===== src/rtl/full_adder_4bit_pkg.sv =====
// Shared constants for the registered ripple-carry adder.
package full_adder_4bit_pkg;

    localparam int unsigned ADDER_WIDTH_DEFAULT = 4;

endpackage


===== src/rtl/full_adder_4bit_1bit.sv =====
// One-bit full-adder cell, purely combinational; chained to form the ripple carry.
module full_adder_1bit (
    input  logic a,
    input  logic b,
    input  logic ci,
    output logic s,
    output logic co
);

    assign s  = a ^ b ^ ci;
    assign co = (a & b) | (a & ci) | (b & ci);

endmodule


===== src/rtl/full_adder_4bit.sv =====
// Registered ripple-carry adder: {Co,S} = A + B + Ci, captured each rising clk edge.
module full_adder_4bit
    import full_adder_4bit_pkg::*;
#(
    parameter int unsigned WIDTH = ADDER_WIDTH_DEFAULT
) (
    input  logic             clk,
    input  logic             rst,
    output logic [WIDTH-1:0] S,
    output logic             Co,
    input  logic [WIDTH-1:0] A,
    input  logic [WIDTH-1:0] B,
    input  logic             Ci
);

    logic [WIDTH:0]   carry;
    logic [WIDTH-1:0] s_d;
    logic [WIDTH-1:0] s_q;
    logic             co_d;
    logic             co_q;

    assign carry[0] = Ci;

    for (genvar i = 0; i < WIDTH; i++) begin : g_cell
        full_adder_1bit u_cell (
            .a  (A[i]),
            .b  (B[i]),
            .ci (carry[i]),
            .s  (s_d[i]),
            .co (carry[i+1])
        );
    end

    assign co_d = carry[WIDTH];

    always_ff @(posedge clk or posedge rst) begin
        if (rst) begin
            s_q  <= '0;
            co_q <= 1'b0;
        end else begin
            s_q  <= s_d;
            co_q <= co_d;
        end
    end

    assign S  = s_q;
    assign Co = co_q;

endmodule


===== config.mk =====
export PLATFORM = sky130hd
export DESIGN_NAME = full_adder_4bit
export DESIGN_NICKNAME = d
export VERILOG_FILES = /design/src/rtl/full_adder_4bit_pkg.sv /design/src/rtl/full_adder_4bit_1bit.sv /design/src/rtl/full_adder_4bit.sv
export SDC_FILE = /design/constraint.sdc
export NUM_CORES = 1
export LEC_CHECK = 0
export ABC_AREA = 1
export CORE_AREA = 2 2 39 41
export DETAILED_ROUTE_END_ITERATION = 10
export DIE_AREA = 0 0 41 43
export DONT_BUFFER_PORTS = 1
export SLEW_MARGIN = 20
export SYNTH_ARGS = -nofsm -noshare
export SYNTH_HDL_FRONTEND = slang
export SYNTH_HIERARCHICAL = 1
export SYNTH_SLANG_ARGS = --single-unit

===== constraint.sdc =====
create_clock -name clk -period 0.8 [get_ports clk]
set_input_delay 0.08 -clock clk [delete_from_list [all_inputs] [get_ports clk]]
set_output_delay 0.08 -clock clk [all_outputs]
set_load 0.1 [all_outputs]

* After elaboration in Yosys (flattened, before gate mapping)
Index checks and enable logic that the tools add are counted.
Word-level totals: bits in read-only memories 0, latch bits 0, input bits 11, bits in writable memories 0, logic and storage cells 30, register bits 5, memories 0, output and inout bits 5
Operators by class: multipliers 0, shifts and indexed selects 0, $lt $le $gt $ge 0, multiplexer cells 0, reduce and logical (&&, ||, !) cells 0, add/subtract/negate cells 0, equal/unequal tests 0, bitwise logic cells 28, divide/modulo/power cells 0
Operator list (count):
- AND 1 bit | 12
- bitwise OR 1 bit | 8
- XOR 1 bit | 8

* Longest topological paths before layout
Gate-level depths: netlist of run 1.
depth after elaboration 12, mapped depth 4, gate-level depth less buffers 4

* Hierarchy
Netlist of run 1, hierarchy kept.
By module, submodules not included:
- full_adder_4bit | sequential area each 125.1 um^2, area each 128.9 um^2, instances 1, cells each 6
- full_adder_1bit | sequential area each 0.0 um^2, area each 20.0 um^2, instances 4, cells each 1

* Least setup slack after synthesis of run 1
No wires, ideal clock.
kind input to register, start point input A[0], end point register s_q[3], in the netlist S[3], required time 0.664 ns, buffers on the path 0, cell stages on the path 4, library setup time 0.136 ns, path slack -1.011 ns, arrival 1.676 ns, cells stage by stage fa_1 fa_1 fa_1 fa_1
Between the ends: longest elaborated chain between the ends 10, elaborated cells between the ends (all ways) 13, classes of those cells bitwise: 13
Ends and longest elaborated chain:
- start: declaration | line full_adder_4bit.sv:11 | input logic [WIDTH-1:0] A,
- AND 1 bit | line full_adder_4bit_1bit.sv:11 | assign co = (a & b) | (a & ci) | (b & ci);
- bitwise OR 1 bit * (2 in series) | line full_adder_4bit_1bit.sv:11
- AND 1 bit | line full_adder_4bit_1bit.sv:11
- bitwise OR 1 bit | line full_adder_4bit_1bit.sv:11
- bitwise OR 1 bit * | line full_adder_4bit_1bit.sv:11
- via carry[2] | line full_adder_4bit.sv:16 | logic [WIDTH:0] carry;
- AND 1 bit | line full_adder_4bit_1bit.sv:11
- bitwise OR 1 bit | line full_adder_4bit_1bit.sv:11
- bitwise OR 1 bit * | line full_adder_4bit_1bit.sv:11
- via carry[3] | line full_adder_4bit.sv:16
- XOR 1 bit * | line full_adder_4bit_1bit.sv:10 | assign s = a ^ b ^ ci;
- via s_d[3] | line full_adder_4bit.sv:17 | logic [WIDTH-1:0] s_d;
- end signal: assignment | line full_adder_4bit.sv:38 | s_q <= '0;
- end signal: assignment | line full_adder_4bit.sv:41 | s_q <= s_d;
- end: declaration | line full_adder_4bit.sv:18 | logic [WIDTH-1:0] s_q;
The timed path passes the listed nets; every way through them passes the cells marked *.

* Worst setup path in the final report of run 1
Ends and elaborated chain as after synthesis.

==> results of run 1 <==
## cell usage after synthesis
master / n
dfrtp_1: 5
fa_1: 4
inv_1: 1
## logic make-up after synthesis
kind of cell | after synthesis | share of synthesized area [%]
adder cells (fa/ha/maj) | 4 | 38.32
buffers and inverters | 1 | 1.795
flip-flops | 5 | 59.88
## final cells by class
| type | count | share of cell area [%] |
|---|---|---|
| Sequential cell | 5 | 34.44 |
| Clock buffer | 4 | 6.954 |
| Timing Repair Buffer | 6 | 29.14 |
| Multi-Input combinational cell | 4 | 23.18 |
| Tap cell | 16 | 5.298 |
| Inverter | 1 | 0.9934 |
## worst min-delay path by stage
stage,startpoint,depth (start not counted),slack (ps),endpoint
after floorplan,rst,1,-140,S[3]$_DFF_PP0_
after CTS,B[3],1,20,Co$_DFF_PP0_
after detailed placement,rst,1,-120,S[3]$_DFF_PP0_
after global placement,rst,1,-140,S[3]$_DFF_PP0_
final,B[3],1,30,Co$_DFF_PP0_
after global routing,B[3],1,10,S[3]$_DFF_PP0_
## where the power goes
group	switching, mW	internal (mW)
clock network	0.0952	0.188
logic	0.353	0.187
registers	0.0374	0.302
## layout by cell type (no fill, tap or decap), drive strengths merged
master       Yosys  layout
inv              1       1
clkbuf           0       4
fa               4       4
dfrtp            5       5
buf              0       5
dlygate4sd3      0       1
## registers in the layout, summed over array words and instances, names as in the netlist
register  flops
S             4
Co            1
## metal layers
metal | GRT usage (%) | wire length [um] | vias to the layer above
li1 | - | - | 48
met1 | 6.102 | 140 | 57
met2 | 6.875 | 182 | 16
met5 | 0 | 0 | -
met4 | 12.00 | 10 | 0
met3 | 2.618 | 87 | 2
## what timing repair did
action | in CTS | in global routing
setup endpoints to repair | 9 | 9
buffers inserted | 0 | 0
hold endpoints to repair | 5 | 0
hold buffers | 1 | 0
pin swaps | 1 | 0
## worst max-delay path, delay by kind of cell
family,cells,cell delay (ps)
adder cells (fa/ha/maj),4,1500
==> flow_summary.ini, run 1 <==
[die]
rows = 14
die-area_um2 = 1763
coreArea_um2 = 1384
die_x_um = 41
dieHeight_um = 43
io_pins = 16
start_util_pct = 15.10

[sta]
relSlewSlack_pct = 88.41
hold-worst-slack_ps = 26.78
finalHoldViolations = 0
maxSlewViolCount = 0
worst_slack_ps = -680.2
fmax_mhz = 675.6
tightestPinTransition_ps = 173.6
rsz0062_at_grt = yes
fin_crit_ps = 1480
period_share_pct = 185.0
finalSetupViolCount = 9
fin_setup_tns_ps = -2103

[final_layout]
fillers = 140
syn_to_final_growth_pct = 80.84
finalNetCount = 36
final_area_um2 = 377.9
ff_latch_area_um2 = 130.1
multiInputGateArea_um2 = 87.58
fin_cells = 36
drive_gt1_share_pct = 75.00
utilization_pct = 27.31
diodes = 0

[routing]
first_iter_violations = 0
avgRoutedWirePerCell_um = 11.69
drtPass1Iterations = 1
vias = 123
vias_per_cell = 3.417
drc = 0
wl_um = 421
postRouteAntennaNets = 0

[synthesis]
avgSynthCellArea_um2 = 20.90
synth_area_um2 = 209.0
synth_nets = 25
ys_warn_count = 6
ys_types = 3
ys_seq_area_share_pct = 59.88
ys_seq_elements = 5
netlist.area_leader.share_pct = 59.88
synth.area.top_cells = dfrtp_1 (60%), fa_1 (38%), inv_1 (1.8%)
synth_area_leader_cell = dfrtp_1
synthCells = 10

[hold_path]
hold_class = input pin to register

[run_status]
violations = setup timing
outcome = finished with violations

[clock_network]
ctsResizeCount = 0
numCtsBuffers = 3
cts_root_buffer = clkbuf_4
htree_levels = 1
clkSinkCount = 5
clockBufferDepth = 2
path_clk_slew_ps = 40
tritoncts = yes

[placement]
pre_cts_ws_ps = -952.5
dp_cells = 31
portBuffers = 0
post_dp_cell_area_um2 = 341.6
gp_congestion = 0.6547

[worst_setup_path]
crit_arrival_ps = 1590
worstPathCellList = fa_2, fa_2, fa_2, fa_1
slowest_delay_ps = 440
cp-end-kind = register
critical_path.max_fanout = 1
crit_top_cell = fa_2
crit_start = A[0]
path_class = input pin to register
cp-start-kind = input pin
slowest_stage = fa_1
crit_end = S[3]$_DFF_PP0_
required_ps = 910

[global_route]
grt_pass1_wl_um = 621
grt_pass1_vias = 154
antenna_found_initial = 0
track_usage_pct = 6.429
grt-ovfl-total = 0
grt_max_degree = 6

[power_and_ir_drop]
max-vdd-ir-drop_mv = 0.9342
p_per_area_nw_per_um2 = 3076
p_leak_nw = 0.1525
total_power_mw = 1.162

[flow_run]
maxCapViolCount = 0
Power figures use the tool's default switching activity.
==> run 2: changes to the inputs <==
--- a/config.mk
+++ b/config.mk
@@ -7,9 +7,11 @@
 export LEC_CHECK = 0
 export ABC_AREA = 1
 export CORE_AREA = 2 2 39 41
+export CTS_CLUSTER_SIZE = 25
 export DETAILED_ROUTE_END_ITERATION = 10
 export DIE_AREA = 0 0 41 43
 export DONT_BUFFER_PORTS = 1
+export REMOVE_ABC_BUFFERS = 1
 export SLEW_MARGIN = 20
 export SYNTH_ARGS = -nofsm -noshare
 export SYNTH_HDL_FRONTEND = slang
==> run 2 against run 1 <==
Combinational power decreased by 0.9%; total power decreased by 1.3%; wire length decreased by 8.8%; the flow still finishes with violations (setup timing); via count increased by 1.6%; utilization decreased by 0.36 points; fmax increased by 1.2%; critical endpoint unchanged; non-clock buffer count unchanged; sequential cell count unchanged; largest cell class unchanged.
==> flow_summary.ini, run 2 (synthesis results as in run 1) <==
[final_layout]
layout_common_cells = dfrtp_1 (5), buf_12 (5), clkbuf_4 (3), fa_2 (3)
largest_reg_flops = 4
syn_to_final_growth_pct = 78.44
finalNetCount = 36
diodes = 0
utilization_pct = 26.94
drive_gt1_share_pct = 55.00

[placement]
portBuffers = 0
gp_congestion = 0.6282
pre_cts_ws_ps = -1057

[clock_network]
path_clk_slew_ps = 40
clkSinkCount = 5
postCtsSetupBuffers = 0
clockBufferDepth = 2
htree_levels = 1
numCtsBuffers = 3
cts_root_buffer = clkbuf_4
tritoncts = yes

[sta]
fin_crit_ps = 1463
worst_slack_ps = -662.5
fmax_mhz = 683.8
tightestPinTransition_ps = 177.9
finalHoldViolations = 0
relSlewSlack_pct = 88.13
maxSlewViolCount = 0
fin_setup_tns_ps = -1996
finalSetupViolCount = 8
rsz0062_at_grt = yes
period_share_pct = 182.8

[routing]
drtPass1Iterations = 1
first_iter_violations = 0
avgRoutedWirePerCell_um = 10.67
drc = 0
vias_per_cell = 3.472
vias = 125
postRouteAntennaNets = 0
wl_um = 384

[global_route]
grt_pass1_wl_um = 545
grt_max_degree = 6
antenna_found_initial = 0
grt_pass1_vias = 144
track_usage_pct = 5.828
grt-ovfl-total = 0

[hold_path]
hold_class = input pin to register
min-delay-start = B[3]

[run_status]
violations = setup timing
outcome = finished with violations

[die]
die_x_um = 41
rows = 14
dieHeight_um = 43
start_util_pct = 15.10
coreArea_um2 = 1384
die-area_um2 = 1763
io_pins = 16

[worst_setup_path]
slowest_stage = fa_1
crit_start = A[0]
slowest_delay_ps = 430
cp-end-kind = register
crit_arrival_ps = 1570
required_ps = 910
worstPathCellList = fa_2, fa_2, fa_2, fa_1
cp-start-kind = input pin
path_class = input pin to register
critical_path.max_fanout = 1
crit_top_cell = fa_2
crit_end = S[3]$_DFF_PP0_

[power_and_ir_drop]
seqPwrFrac_pct = 28.9
power_frac_clock_pct = 24.5
max-vdd-ir-drop_mv = 0.7805
p_per_area_nw_per_um2 = 3076
comb_power_share_pct = 46.6
switchingPower_mw = 0.4794
sw_frac_of_total_pct = 41.81
p_int_mw = 0.6673
p_leak_nw = 0.1565

[flow_run]
maxCapViolCount = 0
run 2: cell counts in the layout (fill, tap and decap cells not counted):
No cell type changed its count.
run 2: area by class of cell:
cell class                 instances  area (um2)
fill                             137        1011
sequential                         5       125.1
timing repair buffer               6       110.1
multi-input combinational          4       87.58
clock buffer                       4       26.28
tap                               16       20.02
inverter                           1       3.754
run 2: worst max-delay path, delay by kind of cell:
family,cells,cell delay [ps]
adder cells (fa/ha/maj),4,1500
run 2: repair_timing:
item	4_1_cts	5_1_grt
gates resized for setup	3	0
endpoints found under the hold margin	5	0
hold buffers	1	0
pin swaps	1	1
setup endpoints to repair	9	9
run 2: worst min path at each step:
stage | endpoint | slack (ps) | depth (start not counted)
3_3_place_gp | S[2]$_DFF_PP0_ | -140 | 1
2_1_floorplan | Co$_DFF_PP0_ | -140 | 1
4_1_cts | S[3]$_DFF_PP0_ | 0.8 | 1
3_5_place_dp | S[0]$_DFF_PP0_ | -120 | 1
5_1_grt | S[3]$_DFF_PP0_ | 6 | 1
6_report | S[3]$_DFF_PP0_ | 10 | 1
run 2: metal layers:
| layer | wire (um) | track usage, % | part of all wire [%] | vias up |
|---|---|---|---|---|
| met2 | 156 | 5.625 | 41 | 16 |
| met4 | 10 | 12.00 | 2.6 | 0 |
| li1 | - | - | - | 48 |
| met1 | 133 | 5.802 | 35 | 59 |
| met3 | 83 | 2.094 | 22 | 2 |
| met5 | 0 | 0 | 0 | - |
run 2: stage by stage:
| stage | hold WS, ps | total power, mW | cell area [um2] | instances |
|---|---|---|---|---|
| 2_1_floorplan | -141.5 | 0.6479 | 209.0 | 10 |
| 3_3_place_gp | -136.2 | 0.8605 | 329.1 | 31 |
| 3_5_place_dp | -124.2 | 0.8696 | 329.1 | 31 |
| 4_1_cts | 0.8456 | 1.176 | 372.9 | 36 |
| 5_1_grt | 5.528 | 1.197 | 372.9 | 36 |
| 6_report | 14.38 | 1.147 | 372.9 | 36 |
run 2: power groups by stage:
stage | clock network [mW] | registers (mW) | logic [mW]
floorplan | 0 | 0.618 | 0.0297
global placement | 0 | 0.332 | 0.528
detailed placement | 0 | 0.336 | 0.534
CTS | 0.302 | 0.332 | 0.542
global route | 0.307 | 0.338 | 0.553
finish | 0.281 | 0.331 | 0.535
